--- src/rtl/matmul_pkg.sv ---
// Shared definitions for the matmul dot-product sequencer: FSM encoding,
// vec_dot pipeline latency and the tag record layout.
package matmul_pkg;

  typedef enum logic [1:0] {
    ST_IDLE  = 2'd0,
    ST_RUN   = 2'd1,
    ST_DRAIN = 2'd2,
    ST_DONE  = 2'd3
  } state_e;

  // vec_dot latency: one multiplier register plus one register per reduction level.
  function automatic int latency_of(input int depth);
    return depth + 1;
  endfunction

  // Tag record layout, MSB to LSB: {valid, row, col, last}.
  function automatic int tag_width(input int row_w, input int col_w);
    return row_w + col_w + 2;
  endfunction

endpackage

--- src/rtl/matmul_dot_sched_fifo.sv ---
// sync_fifo: power-of-two depth FIFO with registered storage. A push is
// visible at the output the following cycle; outputs read 0 while empty.
module sync_fifo #(
  parameter int WIDTH = 8,
  parameter int DEPTH = 8
) (
  input  logic                       clk,
  input  logic                       rst,
  input  logic                       push,
  input  logic [WIDTH-1:0]           push_data,
  input  logic                       pop,
  output logic                       out_valid,
  output logic [WIDTH-1:0]           out_data,
  output logic [$clog2(DEPTH+1)-1:0] count
);

  localparam int AW = $clog2(DEPTH);
  localparam int CW = $clog2(DEPTH + 1);

  logic [WIDTH-1:0] mem_q [DEPTH];
  logic [AW-1:0]    wr_ptr_q, wr_ptr_d;
  logic [AW-1:0]    rd_ptr_q, rd_ptr_d;
  logic [CW-1:0]    count_q, count_d;
  logic             do_pop;

  // Pointer and occupancy update; pointers wrap naturally at the power-of-two depth.
  always_comb begin
    do_pop   = pop && (count_q != '0);
    wr_ptr_d = push   ? wr_ptr_q + AW'(1) : wr_ptr_q;
    rd_ptr_d = do_pop ? rd_ptr_q + AW'(1) : rd_ptr_q;
    count_d  = count_q + CW'(push) - CW'(do_pop);
  end

  // Control registers.
  always_ff @(posedge clk or posedge rst) begin
    if (rst) begin
      wr_ptr_q <= '0;
      rd_ptr_q <= '0;
      count_q  <= '0;
    end else begin
      wr_ptr_q <= wr_ptr_d;
      rd_ptr_q <= rd_ptr_d;
      count_q  <= count_d;
    end
  end

  // Storage array; contents are don't-care until written.
  always_ff @(posedge clk) begin
    if (push) mem_q[wr_ptr_q] <= push_data;
  end

  assign out_valid = (count_q != '0);
  assign out_data  = out_valid ? mem_q[rd_ptr_q] : '0;
  assign count     = count_q;

endmodule

--- src/rtl/matmul_dot_sched.sv ---
// matmul_dot_sched: walks an MxN output tile in row-major order, issuing one
// vec_dot operation per cycle, tracks issues through the fixed-latency
// pipeline with a tag shift register and buffers results in a FIFO.
// Issue is credit-gated so a result is never dropped under back-pressure.
// Optional: MATMUL_DOT_SCHED_PERF_EN adds perf_busy / perf_stall counters.
// Handshakes: a transfer happens on a rising edge where valid && ready;
// the producer holds valid and payload stable until that edge.
module matmul_dot_sched
  import matmul_pkg::*;
#(
  parameter int DEPTH       = 2,
  parameter int ROW_W       = 8,
  parameter int COL_W       = 8,
  parameter int FIFO_DEPTH  = 8,
  parameter int FLOAT_WIDTH = 32
) (
  input  logic                   clk,
  input  logic                   rst,
  input  logic                   start_valid,
  output logic                   start_ready,
  input  logic [ROW_W-1:0]       num_rows,
  input  logic [COL_W-1:0]       num_cols,
  output logic                   issue_valid,
  output logic [ROW_W-1:0]       issue_row,
  output logic [COL_W-1:0]       issue_col,
  input  logic [FLOAT_WIDTH-1:0] dot_out,
  output logic                   res_valid,
  input  logic                   res_ready,
  output logic [FLOAT_WIDTH-1:0] res_data,
  output logic [ROW_W-1:0]       res_row,
  output logic [COL_W-1:0]       res_col,
  output logic                   res_last,
  output logic                   busy,
  output logic                   done
`ifdef MATMUL_DOT_SCHED_PERF_EN
  ,
  output logic [31:0]            perf_busy,
  output logic [31:0]            perf_stall
`endif
);

  localparam int LATENCY = latency_of(DEPTH);
  localparam int CNT_W   = $clog2(FIFO_DEPTH + 1);
  localparam int FIFO_W  = FLOAT_WIDTH + tag_width(ROW_W, COL_W) - 1;

  typedef struct packed {
    logic             valid;
    logic [ROW_W-1:0] row;
    logic [COL_W-1:0] col;
    logic             last;
  } tag_t;

  state_e           state_q, state_d;
  logic [ROW_W-1:0] rows_q, rows_d, row_q, row_d;
  logic [COL_W-1:0] cols_q, cols_d, col_q, col_d;
  tag_t             tag_q [LATENCY];
  tag_t             tag_d [LATENCY];

  logic [CNT_W-1:0] fifo_count;
  logic [CNT_W:0]   inflight;
  logic             credit, issue_fire, is_last, accept;
  logic [FIFO_W-1:0] fifo_out;

  // Count tags still travelling through the vec_dot pipeline.
  always_comb begin
    inflight = '0;
    for (int i = 0; i < LATENCY; i++) inflight = inflight + {{CNT_W{1'b0}}, tag_q[i].valid};
  end

  assign credit     = ({1'b0, fifo_count} + inflight) < (CNT_W + 1)'(FIFO_DEPTH);
  assign issue_fire = (state_q == ST_RUN) && credit;
  assign is_last    = (row_q == rows_q - ROW_W'(1)) && (col_q == cols_q - COL_W'(1));
  assign accept     = start_valid && (state_q == ST_IDLE);

  // Next-state logic: job setup, row-major index walk and drain detection.
  always_comb begin
    state_d = state_q;
    rows_d  = rows_q;
    cols_d  = cols_q;
    row_d   = row_q;
    col_d   = col_q;
    case (state_q)
      ST_IDLE: begin
        if (start_valid) begin
          rows_d  = num_rows;
          cols_d  = num_cols;
          row_d   = '0;
          col_d   = '0;
          state_d = (num_rows == '0 || num_cols == '0) ? ST_DONE : ST_RUN;
        end
      end
      ST_RUN: begin
        if (issue_fire) begin
          if (is_last) begin
            state_d = ST_DRAIN;
          end else if (col_q == cols_q - COL_W'(1)) begin
            col_d = '0;
            row_d = row_q + ROW_W'(1);
          end else begin
            col_d = col_q + COL_W'(1);
          end
        end
      end
      ST_DRAIN: begin
        // Leave as the last result is popped so done follows it by one cycle.
        if (inflight == '0 && fifo_count == CNT_W'(1) && res_valid && res_ready) state_d = ST_DONE;
      end
      ST_DONE: state_d = ST_IDLE;
      default: state_d = ST_IDLE;
    endcase
  end

  // Tag shift register mirroring the vec_dot pipeline.
  always_comb begin
    tag_d[0]       = '0;
    tag_d[0].valid = issue_fire;
    tag_d[0].row   = row_q;
    tag_d[0].col   = col_q;
    tag_d[0].last  = is_last;
    for (int i = 1; i < LATENCY; i++) tag_d[i] = tag_q[i-1];
  end

  // FSM, job and tag registers.
  always_ff @(posedge clk or posedge rst) begin
    if (rst) begin
      state_q <= ST_IDLE;
      rows_q  <= '0;
      cols_q  <= '0;
      row_q   <= '0;
      col_q   <= '0;
      for (int i = 0; i < LATENCY; i++) tag_q[i] <= '0;
    end else begin
      state_q <= state_d;
      rows_q  <= rows_d;
      cols_q  <= cols_d;
      row_q   <= row_d;
      col_q   <= col_d;
      tag_q   <= tag_d;
    end
  end

  sync_fifo #(
    .WIDTH (FIFO_W),
    .DEPTH (FIFO_DEPTH)
  ) u_fifo (
    .clk       (clk),
    .rst       (rst),
    .push      (tag_q[LATENCY-1].valid),
    .push_data ({dot_out, tag_q[LATENCY-1].row, tag_q[LATENCY-1].col, tag_q[LATENCY-1].last}),
    .pop       (res_ready),
    .out_valid (res_valid),
    .out_data  (fifo_out),
    .count     (fifo_count)
  );

  assign {res_data, res_row, res_col, res_last} = fifo_out;

  // start_ready is masked during reset so every output reads 0 while rst is high.
  assign start_ready = (state_q == ST_IDLE) && !rst;
  assign busy        = (state_q != ST_IDLE);
  assign done        = (state_q == ST_DONE);
  assign issue_valid = issue_fire;
  assign issue_row   = issue_fire ? row_q : '0;
  assign issue_col   = issue_fire ? col_q : '0;

`ifdef MATMUL_DOT_SCHED_PERF_EN
  logic [31:0] perf_busy_q, perf_busy_d, perf_stall_q, perf_stall_d;

  // Saturating activity counters, cleared when a job is accepted.
  always_comb begin
    perf_busy_d  = perf_busy_q;
    perf_stall_d = perf_stall_q;
    if (accept) begin
      perf_busy_d  = '0;
      perf_stall_d = '0;
    end else begin
      if (busy && !(&perf_busy_q)) perf_busy_d = perf_busy_q + 32'd1;
      if (state_q == ST_RUN && !credit && !(&perf_stall_q)) perf_stall_d = perf_stall_q + 32'd1;
    end
  end

  // Counter registers.
  always_ff @(posedge clk or posedge rst) begin
    if (rst) begin
      perf_busy_q  <= '0;
      perf_stall_q <= '0;
    end else begin
      perf_busy_q  <= perf_busy_d;
      perf_stall_q <= perf_stall_d;
    end
  end

  assign perf_busy  = perf_busy_q;
  assign perf_stall = perf_stall_q;
`endif

endmodule
--- config.mk ---
export PLATFORM = sky130hd
export DESIGN_NAME = matmul_dot_sched
export DESIGN_NICKNAME = d
export VERILOG_FILES = /design/src/rtl/matmul_pkg.sv /design/src/rtl/matmul_dot_sched_fifo.sv /design/src/rtl/matmul_dot_sched.sv
export SDC_FILE = /design/constraint.sdc
export NUM_CORES = 1
export LEC_CHECK = 0
export BUFFER_PORTS_ARGS = -buffer_cell sky130_fd_sc_hd__buf_2
export CAP_MARGIN = 15
export CORE_MARGIN = 2
export CORE_UTILIZATION = 45
export DETAILED_ROUTE_END_ITERATION = 6
export PLACE_DENSITY_LB_ADDON = 0.15
export SLEW_MARGIN = 20
export SYNTH_ARGS = -nofsm -noshare
export SYNTH_HDL_FRONTEND = slang
export SYNTH_SLANG_ARGS = --single-unit
export TNS_END_PERCENT = 30
--- constraint.sdc ---
create_clock -name clk -period 6 [get_ports clk]
set_input_delay 0.9 -clock clk [delete_from_list [all_inputs] [get_ports clk]]
set_output_delay 0.9 -clock clk [all_outputs]
set_load 0.03 [all_outputs]
==> key figures, run 1 <==
Timing
  • Max Slew Vio Count: 0
  • Hold Fails Final Rpt: 0
  • Relative slew slack: approximately 27%
  • Fin crit period: about 4.2 ns
  • Clock skew: about 0.017 ns
  • Worst slew pin tran: 1.09 ns
  • TNS Setup: 0 ns
  • Hold Worst Slack: between 0.3 and 0.4 ns
  • Max Fclk: around 240 MHz
  • Count of final setup violators: 0
  • Fin crit share: 70.8%
  • RSZ-0062 raised after global routing: no
  • Final WS setup: 1.75 ns

Worst setup path
  • CP arrival: about 3.4 ns
  • Reg2Reg Depth: 9
  • CP startpoint kind: flop
  • Delay of the slowest cell on the worst path: between 0.6 and 0.7 ns
  • CP Capture Type: primary output
  • Critical Path RT: about 5.1 ns
  • Worst-path cell chain: fa_1 -> ha_1 -> a31oi_1 -> o21bai_1 -> a21oi_1 -> nor2_1 -> and2_1 -> buf_2
  • CP Class: reg2out
  • Slowest library cell on the worst path: nor2_1
  • Max FO, Critical Path: 16

Final layout
  • FILL cells: 3359
  • Diode count: 0
  • Area occupied by multi-input gates: between 0.004 and 0.005 sq mm
  • # nets final: about 1200
  • Sequential cell area: between 0.01 and 0.015 sq mm
  • Share of cells above drive strength 1: between 30% and 40%
  • Synthesis-to-layout area growth: 15.5%
  • Design Area, Final: around 0.022 sq mm

Clock tree
  • CTS tree: yes
  • Clock latency on the worst-skew pair: about 0.59 ns
  • Root buffer cell: clkbuf_16
  • Max Buffers Root-to-Sink: 3
  • Post-CTS Setup Bufs: 0
  • Inserted Clock Buffers: 50
  • Clk slew on worst S/H paths: ~0.06 ns
  • Post_cts resized: 0
  • CTS H-tree lvls: 2
  • Hold Buf Count CTS: 0
  • Clock Sinks: between 400 and 500

Yosys
  • Syn. warnings: 0
  • Cell Area, Synth: 0.0192 sq mm
  • Top cells by area, synth: edfxtp_1 (61%), dfrtp_1 (13%), mux4_2 (12%)
  • Distinct cell type count after synthesis: 62
  • Ys flop type: edfxtp_1
  • Asr flop ratio synth: roughly 20%
  • EDFF count, synth: approximately 390
  • Yosys top cell area share: roughly three fifths
  • Post-synth top cells: edfxtp_1 (392), dfrtp_1 (98), mux4_2 (98)
  • Seq/Total Area, Yosys: between 70% and 80%
  • Mapped Nets: 1060
  • Syn_area_per_cell: roughly 19 sq um
  • Synthesized flop and latch total: just under 500
  • Count leader, synth: edfxtp_1
  • Top cell type by total area after synthesis: edfxtp_1
  • Post-Synthesis Cells: a little under 1000

Drt
  • WL per Instance: 21.7 microns
  • DRT iter0 DRCs: ~470
  • Post-DR vias/cell: 5.42
  • Detailed Routing Iterations Pass 1: 5
  • DRT Wirelength: 37.0 mm
  • Detail Route Antenna Nets: 0
  • DR vias: between 9000 and 10000
  • # DRC: 0

Status
  • Status: finished, final reports clean

Pwr
  • Logic pwr share: between 30 and 40%
  • Maximum vdd drop: roughly 0.00026 V
  • Psw: ~3.6 mW
  • PwrDens: around 500 mW/mm^2
  • Power Internal: about 7.4 mW
  • Sw frac: between 30% and 40%
  • Clock share of power: approximately 28%
  • Overall power: 11.0 mW
  • Leak pwr: 8.11 nW
  • Flop pwr share: between 40% and 50%

GRT
  • Tot GR Track Use: ~17%
  • Vias in the first global route: ~9700
  • Remaining global-route overflow: 0
  • Largest net degree at the start of global routing: 71
  • Initial antenna violation count: 1
  • Global-route wire length before repair: about 57 mm

Placed design
  • GP Congestion: around 0.7
  • Post-Place Cell Area: a little over 0.02 sq mm
  • DP HPWL: 20.3 mm
  • Port Buf Inserts: approximately 120
  • Pre-CTS WS: ~2.3 ns

Floorplan
  • Die W: between 200 and 250 microns
  • Die height: 210 microns
  • Starting Density: approximately 46%
  • Core Area: roughly 0.042 sq mm
  • I/O pin cnt: 122
  • Row cnt: 75
  • Die ar.: 0.0443 sq mm

Worst hold path
  • Hold Path Class: reg2reg
  • Hold path cells: 0

Flow run
  • Max_cap viols: 0
[state kept, by name (all words and copies together) (netlist names)]
name / cells
row_q: 8
u_fifo.mem_q: 392
tag_d: 36
u_fifo.wr_ptr_q: 3
cols_q: 8
col_q: 8
state_q: 2
u_fifo.rd_ptr_q: 3
tag_q: 18
rows_q: 8
u_fifo.count: 4
[final cells by class]
class	count	area share, %
clock buffers	65	6.18
multi-input cells	428	21.3
clock inverters	26	1.37
well taps	539	3.04
flip-flops and latches	490	64.2
repair buffers	137	3.42
inverters	25	0.435
[final timing paths]
kind	to	slack (ns)	from
worst max register to register	row_q[2]	2.76	tag_q[17]
worst min-delay path	tag_d[0]	0.34	tag_d[18]
min in group asynchronous	rows_q[7]	0.36	rst
worst max-delay path	issue_col[3]	1.75	tag_q[17]
worst min register to register	tag_d[0]	0.34	tag_d[18]
max in group asynchronous	u_fifo.rd_ptr_q[0]	4.48	rst
[power by group through the flow]
| stage | logic [mW] | clock network [mW] | registers, mW |
|---|---|---|---|
| global placement | 3.35 | 0 | 4.62 |
| CTS | 3.38 | 3.21 | 4.56 |
| global route | 3.60 | 3.35 | 4.62 |
| floorplan | 2.74 | 0 | 4.30 |
| detailed placement | 3.37 | 0 | 4.63 |
| finish | 3.31 | 3.13 | 4.55 |
[kinds of logic (layout without fill, tap and decap cells)]
logic type                 after synthesis  in the layout  synth area share, %
DFF                                    490            490                 74.2
muxes                                  166            166                 15.2
and+or+nand+nor                        165            165                 4.44
buffers and inverters                   70            253                 1.53
AOI/OAI and AO/OA                       54             54                 2.27
xor gates and xnor gates                23             23                 1.05
adders and majority gates               20             20                 1.38
[layout by cell type (no fill, tap or decap), types with 9 or more instances in the layout]
| cell type | count |
|---|---|
| xnor2_1 | 10 |
| clkbuf_1 | 10 |
| buf_2 | 121 |
| edfxtp_1 | 392 |
| buf_4 | 14 |
| mux4_2 | 98 |
| clkinv_2 | 9 |
| mux2_2 | 18 |
| mux2i_1 | 50 |
| dfrtp_1 | 95 |
| o31ai_1 | 9 |
| clkbuf_16 | 51 |
| xor2_1 | 13 |
| and2_1 | 16 |
| inv_1 | 23 |
| ha_1 | 18 |
| nor2_1 | 61 |
| nand3_1 | 12 |
| nand2_1 | 18 |
[critical path: cells and delay by family, from the launching register on]
family	cells	cell delay, ns
buf+inv	1	0.20
flops	1	0.46
compound gates	3	0.48
fa+ha+maj	2	0.70
simple gates	2	0.92
[per-stage QoR]
step | cells | utilization, %
floorplan | 988 | -
global placement | 1618 | 48.7
detailed placement | 1618 | 48.7
CTS | 1709 | 52.7
global route | 1710 | 52.7
finish | 1710 | 52.7
[per-layer routing]
layer  vias to the layer above  GRT usage (%)  part of all wire (%)
met5                         -              0                 0.019
met4                         2           4.40                   1.7
met1                      4820           23.3                    44
met2                       211           28.5                    50
li1                       4193              -                     -
met3                        50           3.72                   5.0
No activity file was read; power rests on OpenSTA's default activity.
==> run 2: changes to the inputs <==
clock period = 4.2 ns   (was 6 ns; I/O delays follow)
==> run 2 against run 1 <==
  * Cell count up 0.47%
  * Critical path type unchanged
  * Clock power up 36%
  * Count of clock-buffer cells in the layout unchanged
  * Die area unchanged
  * Register-to-register slack worse by 1.5 ns
  * First-iteration DRC count up 47%
  * Critical endpoint is now issue_row[6]
  * Clock skew up 0.0039 ns
  * Critical path depth up 1
  * Sequential cell count unchanged
  * Total power up 41%
  * Worst setup slack worse by 1.2 ns
==> key figures, run 2 (synthesis gave the netlist of run 1 again) <==
Final layout
  • # nets final: 1211
  • Top reg by flops: u_fifo.mem_q
  • Diode count: 0
  • Sequential cell area: between 0.01 and 0.015 sq mm
  • Commonest non-fill, non-tap cells in the layout: edfxtp_1 (392), buf_2 (121), mux4_2 (98), dfrtp_1 (95), nor2_1 (61)
  • Design Area, Final: 0.0222 sq mm
  • Finished Layout Cells: 1718
  • Synthesis-to-layout area growth: 15.5%
  • Area occupied by multi-input gates: approximately 0.0047 sq mm
  • Max FFs per register: approximately 390
  • Most common cell after layout, fill and taps aside: edfxtp_1
  • Share of cells above drive strength 1: a little under a third
  • FILL cells: between 3000 and 4000

Timing
  • Max Slew Vio Count: 0
  • Max Fclk: about 280 MHz
  • Count of final setup violators: 0
  • Fin crit share: 86.1%
  • Worst slew pin tran: 0.963 ns
  • RSZ-0062 raised after global routing: no
  • Hold Fails Final Rpt: 0
  • Relative slew slack: a little over a third
  • Fin crit period: between 3 and 4 ns
  • Clock skew: ~0.021 ns

Drt
  • # DRC: 0
  • Post-DR vias/cell: ~5.4
  • Detail Route Antenna Nets: 0
  • DR vias: 9207
  • WL per Instance: 21.5 microns
  • DRT iter0 DRCs: between 600 and 700
  • DRT Wirelength: between 30 and 40 mm
  • Detailed Routing Iterations Pass 1: 5

Clock tree
  • Post_cts resized: 0
  • Hold Buf Count CTS: 0
  • Post-CTS Setup Bufs: 0
  • Clock Sinks: around 500
  • CTS tree: yes
  • Clk slew on worst S/H paths: about 0.060 ns
  • Inserted Clock Buffers: 51
  • Root buffer cell: clkbuf_16
  • CTS H-tree lvls: 2
  • Clock latency on the worst-skew pair: 0.57 ns
  • Max Buffers Root-to-Sink: 3

Pwr
  • Overall power: roughly 16 mW
  • Leak pwr: approximately 8 nW
  • Maximum vdd drop: approximately 0.00034 V
  • PwrDens: approximately 700 mW/mm^2

Worst setup path
  • CP Class: reg2out
  • Max FO, Critical Path: 16
  • Critical Path RT: 3.57 ns
  • CP arrival: 2.99 ns
  • Setup slack, reg-to-reg: 1.26 ns
  • CP Capture Type: primary output
  • CP startpoint kind: flop

GRT
  • Remaining global-route overflow: 0
  • Initial antenna violation count: 0
  • Vias in the first global route: around 9700
  • Tot GR Track Use: around 17%
  • Global-route wire length before repair: around 57 mm
  • Largest net degree at the start of global routing: between 60 and 70

Placed design
  • GP Congestion: about 0.7
  • DP HPWL: 20.4 mm
  • Placed Instances: approximately 1600
  • Port Buf Inserts: between 100 and 150
  • Post-Place Cell Area: between 0.02 and 0.025 sq mm

Floorplan
  • Die ar.: between 0.04 and 0.05 sq mm
  • Starting Density: about 46%
  • Die height: around 210 microns
  • Row cnt: 75
  • Core Area: approximately 0.042 sq mm
  • I/O pin cnt: roughly 120
  • Die W: 210 microns

Flow run
  • Max_cap viols: 0

Status
  • Status: finished, final reports clean

Worst hold path
  • Hold Path Class: in2async
-- run 2: cell count changes in the layout (fill, tap and decap cells not counted), moves of 2 or more --
cell,before,now
buf_4,14,18
inv_4,1,3
clkinv_1,5,11
buf_12,1,4
clkbuf_16,51,55
clkbuf_8,4,1
bufinv_16,6,1
clkinv_2,9,6
-- run 2: power breakdown --
group | internal (mW) | leakage (nW) | switching, mW
logic | 2.05 | 2.45 | 2.82
clock network | 2.46 | 0.777 | 1.79
registers | 5.83 | 4.88 | 0.604
-- run 2: final cells by class --
cell class / count / area share, %
Clock buffer: 65 / 6.42
Sequential cell: 490 / 64.2
Multi-Input combinational cell: 428 / 21.4
Tap cell: 539 / 3.04
Inverter: 25 / 0.435
Timing Repair Buffer: 143 / 3.70
Clock inverter: 28 / 0.807
-- run 2: path summary, 6_finish.rpt --
| kind | from | to | cells past startpoint |
|---|---|---|---|
| min reg2reg | tag_d[11] | tag_q[11] | 0 |
| max | tag_q[17] | issue_row[6] | 9 |
| max reg2reg | cols_q[0] | col_q[4] | 9 |
| max in group asynchronous | rst | col_q[7] | 3 |
| min | rst | cols_q[5] | 2 |
| min in group clk | num_cols[3] | cols_q[3] | 2 |
-- run 2: critical path: stages (launching register included) --
cell and delay (ns):
dfrtp_1 0.47, fa_1 0.43, ha_1 0.29, a31oi_1 0.10
o21bai_1 0.16, a21oi_1 0.36, nor2_1 0.08, buf_4 0.19
and2_1 0.17, buf_2 0.17
-- run 2: metal layers --
| metal | vias to the layer above | track usage, % | wire length, microns |
|---|---|---|---|
| met3 | 50 | 2.80 | 1590 |
| met4 | 0 | 5.42 | 823 |
| met2 | 205 | 28.4 | 18200 |
| li1 | 4205 | - | - |
| met1 | 4747 | 23.5 | 16300 |
| met5 | - | 0 | 0 |
-- run 2: stage by stage --
| stage | setup WS (ns) | TNS, ns | hold slack [ns] | utilization [%] |
|---|---|---|---|---|
| finish | 0.584 | 0 | 0.241 | 52.7 |
| global route | 0.338 | 0 | 0.287 | 52.7 |
| CTS | 0.514 | 0 | 0.244 | 52.7 |
| detailed placement | 1.16 | 0 | 0.335 | 48.9 |
| global placement | 1.25 | 0 | 0.332 | 48.9 |
| floorplan | -0.240 | -11.74 | 0.331 | - |
==> run 3: changes to the inputs <==
BUFFER_PORTS_ARGS = -buffer_cell sky130_fd_sc_hd__buf_4   (was -buffer_cell sky130_fd_sc_hd__buf_2)
==> run 3 against run 2 <==
  * Critical path depth unchanged
  * Total power increased by 2.0%
  * Global-route usage increased by 0.14 points
  * Critical endpoint is now issue_row[5]
  * Largest power group unchanged
==> key figures, run 3 (synthesis gave the netlist of run 1 again) <==
Final layout
  • Finished Core Util: a little over half
  • Sequential cell area: 0.0142 sq mm
  • Commonest non-fill, non-tap cells in the layout: edfxtp_1 (392), buf_4 (138), mux4_2 (98), dfrtp_1 (95), nor2_1 (61)
  • Finished Layout Cells: 1720
  • Most common cell after layout, fill and taps aside: edfxtp_1
  • # nets final: between 1000 and 1500
  • Share of cells above drive strength 1: 31.1%
  • Area occupied by multi-input gates: roughly 0.0047 sq mm
  • Diode count: 0
  • FILL cells: 3322
  • Synthesis-to-layout area growth: 17.4%
  • Top reg by flops: u_fifo.mem_q
  • Max FFs per register: slightly below 400

Floorplan
  • Die W: approximately 210 microns
  • Die height: ~210 microns
  • Core Area: around 0.042 sq mm
  • Die ar.: roughly 0.044 sq mm
  • Row cnt: 75
  • I/O pin cnt: 122
  • Starting Density: between 40% and 50%

Worst setup path
  • Setup slack, reg-to-reg: 1.24 ns
  • Worst-path cell chain: fa_1 -> ha_1 -> a31oi_1 -> o21bai_1 -> a21oi_1 -> nor2_1 -> buf_4 -> and2_1 -> buf_4
  • Crit path max-delay family: adder cells
  • Critical Path RT: between 3 and 4 ns
  • CP Capture Type: primary output
  • Top cell by count, worst path: buf_4
  • CP startpoint kind: flop
  • WP buf/inv: 2
  • CP arrival: 3.01 ns
  • Max FO, Critical Path: 16
  • CP Class: reg2out
  • Slowest library cell on the worst path: dfrtp_1
  • Delay of the slowest cell on the worst path: around 0.47 ns

Timing
  • Fin crit share: slightly below 90%
  • Relative slew slack: roughly 40%
  • Count of final setup violators: 0
  • Clock skew: about 0.021 ns
  • Fin crit period: between 3 and 4 ns
  • Max Slew Vio Count: 0
  • RSZ-0062 raised after global routing: no
  • Hold Fails Final Rpt: 0
  • Hold Worst Slack: between 0.2 and 0.25 ns
  • Worst slew pin tran: around 0.9 ns
  • Final WS setup: ~0.56 ns
  • Max Fclk: 274 MHz

Placed design
  • Port Buf Inserts: around 120
  • GP Congestion: between 0.7 and 0.8
  • Pre-CTS WS: 1.16 ns
  • DP HPWL: between 20 and 25 mm
  • Placed Instances: 1627

Drt
  • Detail Route Antenna Nets: 0
  • Post-DR vias/cell: between 5 and 6
  • Detailed Routing Iterations Pass 1: 6
  • DRT Wirelength: between 30 and 40 mm
  • # DRC: 0
  • DRT iter0 DRCs: 655
  • WL per Instance: 21.7 microns
  • DR vias: ~9000

GRT
  • Remaining global-route overflow: 0
  • Largest net degree at the start of global routing: 65
  • Vias in the first global route: around 9600
  • Global-route wire length before repair: 57.4 mm
  • Tot GR Track Use: between 10% and 20%
  • Initial antenna violation count: 0

Clock tree
  • Clock Sinks: slightly below 500
  • CTS tree: yes
  • Post_cts resized: 0
  • Inserted Clock Buffers: between 50 and 60
  • Root buffer cell: clkbuf_16
  • Clk slew on worst S/H paths: roughly 0.060 ns
  • CTS H-tree lvls: 2
  • Post-CTS Setup Bufs: 0
  • Hold Buf Count CTS: 0
  • Clock latency on the worst-skew pair: approximately 0.57 ns
  • Max Buffers Root-to-Sink: 3

Pwr
  • Leak pwr: between 8 and 9 nW
  • Power Internal: around 11 mW
  • Logic pwr share: around a third
  • PwrDens: 704 mW/mm^2
  • Flop pwr share: about two fifths
  • Psw: about 5.2 mW
  • Maximum vdd drop: approximately 0.00043 V
  • Sw frac: roughly a third
  • Clock share of power: 26.9%

Flow run
  • Max_cap viols: 0

Status
  • Status: finished, final reports clean

Worst hold path
  • Hold Path Class: in2async
run 3: cell count changes in the layout (fill, tap and decap cells not counted), sizes merged:
| cell | previous run | this run |
|---|---|---|
| clkbuf | 65 | 64 |
| clkinv | 19 | 22 |
| buf | 143 | 145 |
| bufinv | 1 | 2 |
| clkinvlp | 4 | 1 |
run 3: per-stage QoR:
stage	instance area (sq um)	total power, mW	setup TNS (ns)
6_report	22500	15.9	0
5_1_grt	22500	16.7	0
4_1_cts	22500	16.1	0
3_5_place_dp	20900	11.8	0
3_3_place_gp	20900	11.8	0
2_1_floorplan	19200	10.0	-11.74
run 3: power groups by stage:
stage          logic [mW]  registers, mW  clock network, mW
2_1_floorplan        3.91           6.14                  0
3_5_place_dp         5.30           6.52                  0
6_report             5.19           6.40               4.26
3_3_place_gp         5.26           6.51                  0
5_1_grt              5.61           6.49               4.57
4_1_cts              5.31           6.43               4.37
run 3: layer usage:
metal	routed length (microns)	global-route usage (%)	vias to the layer above
met5	0	0	-
met1	16800	24.0	4789
met2	18200	28.4	203
met4	708	5.37	0
met3	1570	2.68	48
li1	-	-	4207
run 3: layout make-up:
cell class / instances / area share (%)
multi-input cells: 428 / 21.0
well taps: 539 / 3.00
clock inverters: 29 / 0.945
repair buffers: 145 / 5.22
clock buffers: 64 / 6.16
inverters: 25 / 0.428
flip-flops and latches: 490 / 63.2
run 3: path summary, 6_finish.rpt:
check	from	end	cells past startpoint
max	tag_q[17]	issue_row[5]	9
max reg2reg	col_q[5]	row_q[5]	7
min	rst	cols_q[7]	2
max in group asynchronous	rst	tag_q[11]	3
min reg2reg	tag_d[8]	tag_q[8]	0
min in group clk	dot_out[23]	u_fifo.mem_q[6][40]	1
run 3: worst reg2reg max path, delay by kind of cell, from the launching register on:
kind | cells | cell delay (ns)
DFF | 1 | 0.50
and+or+nand+nor | 3 | 0.96
AOI/OAI and AO/OA | 4 | 1.40
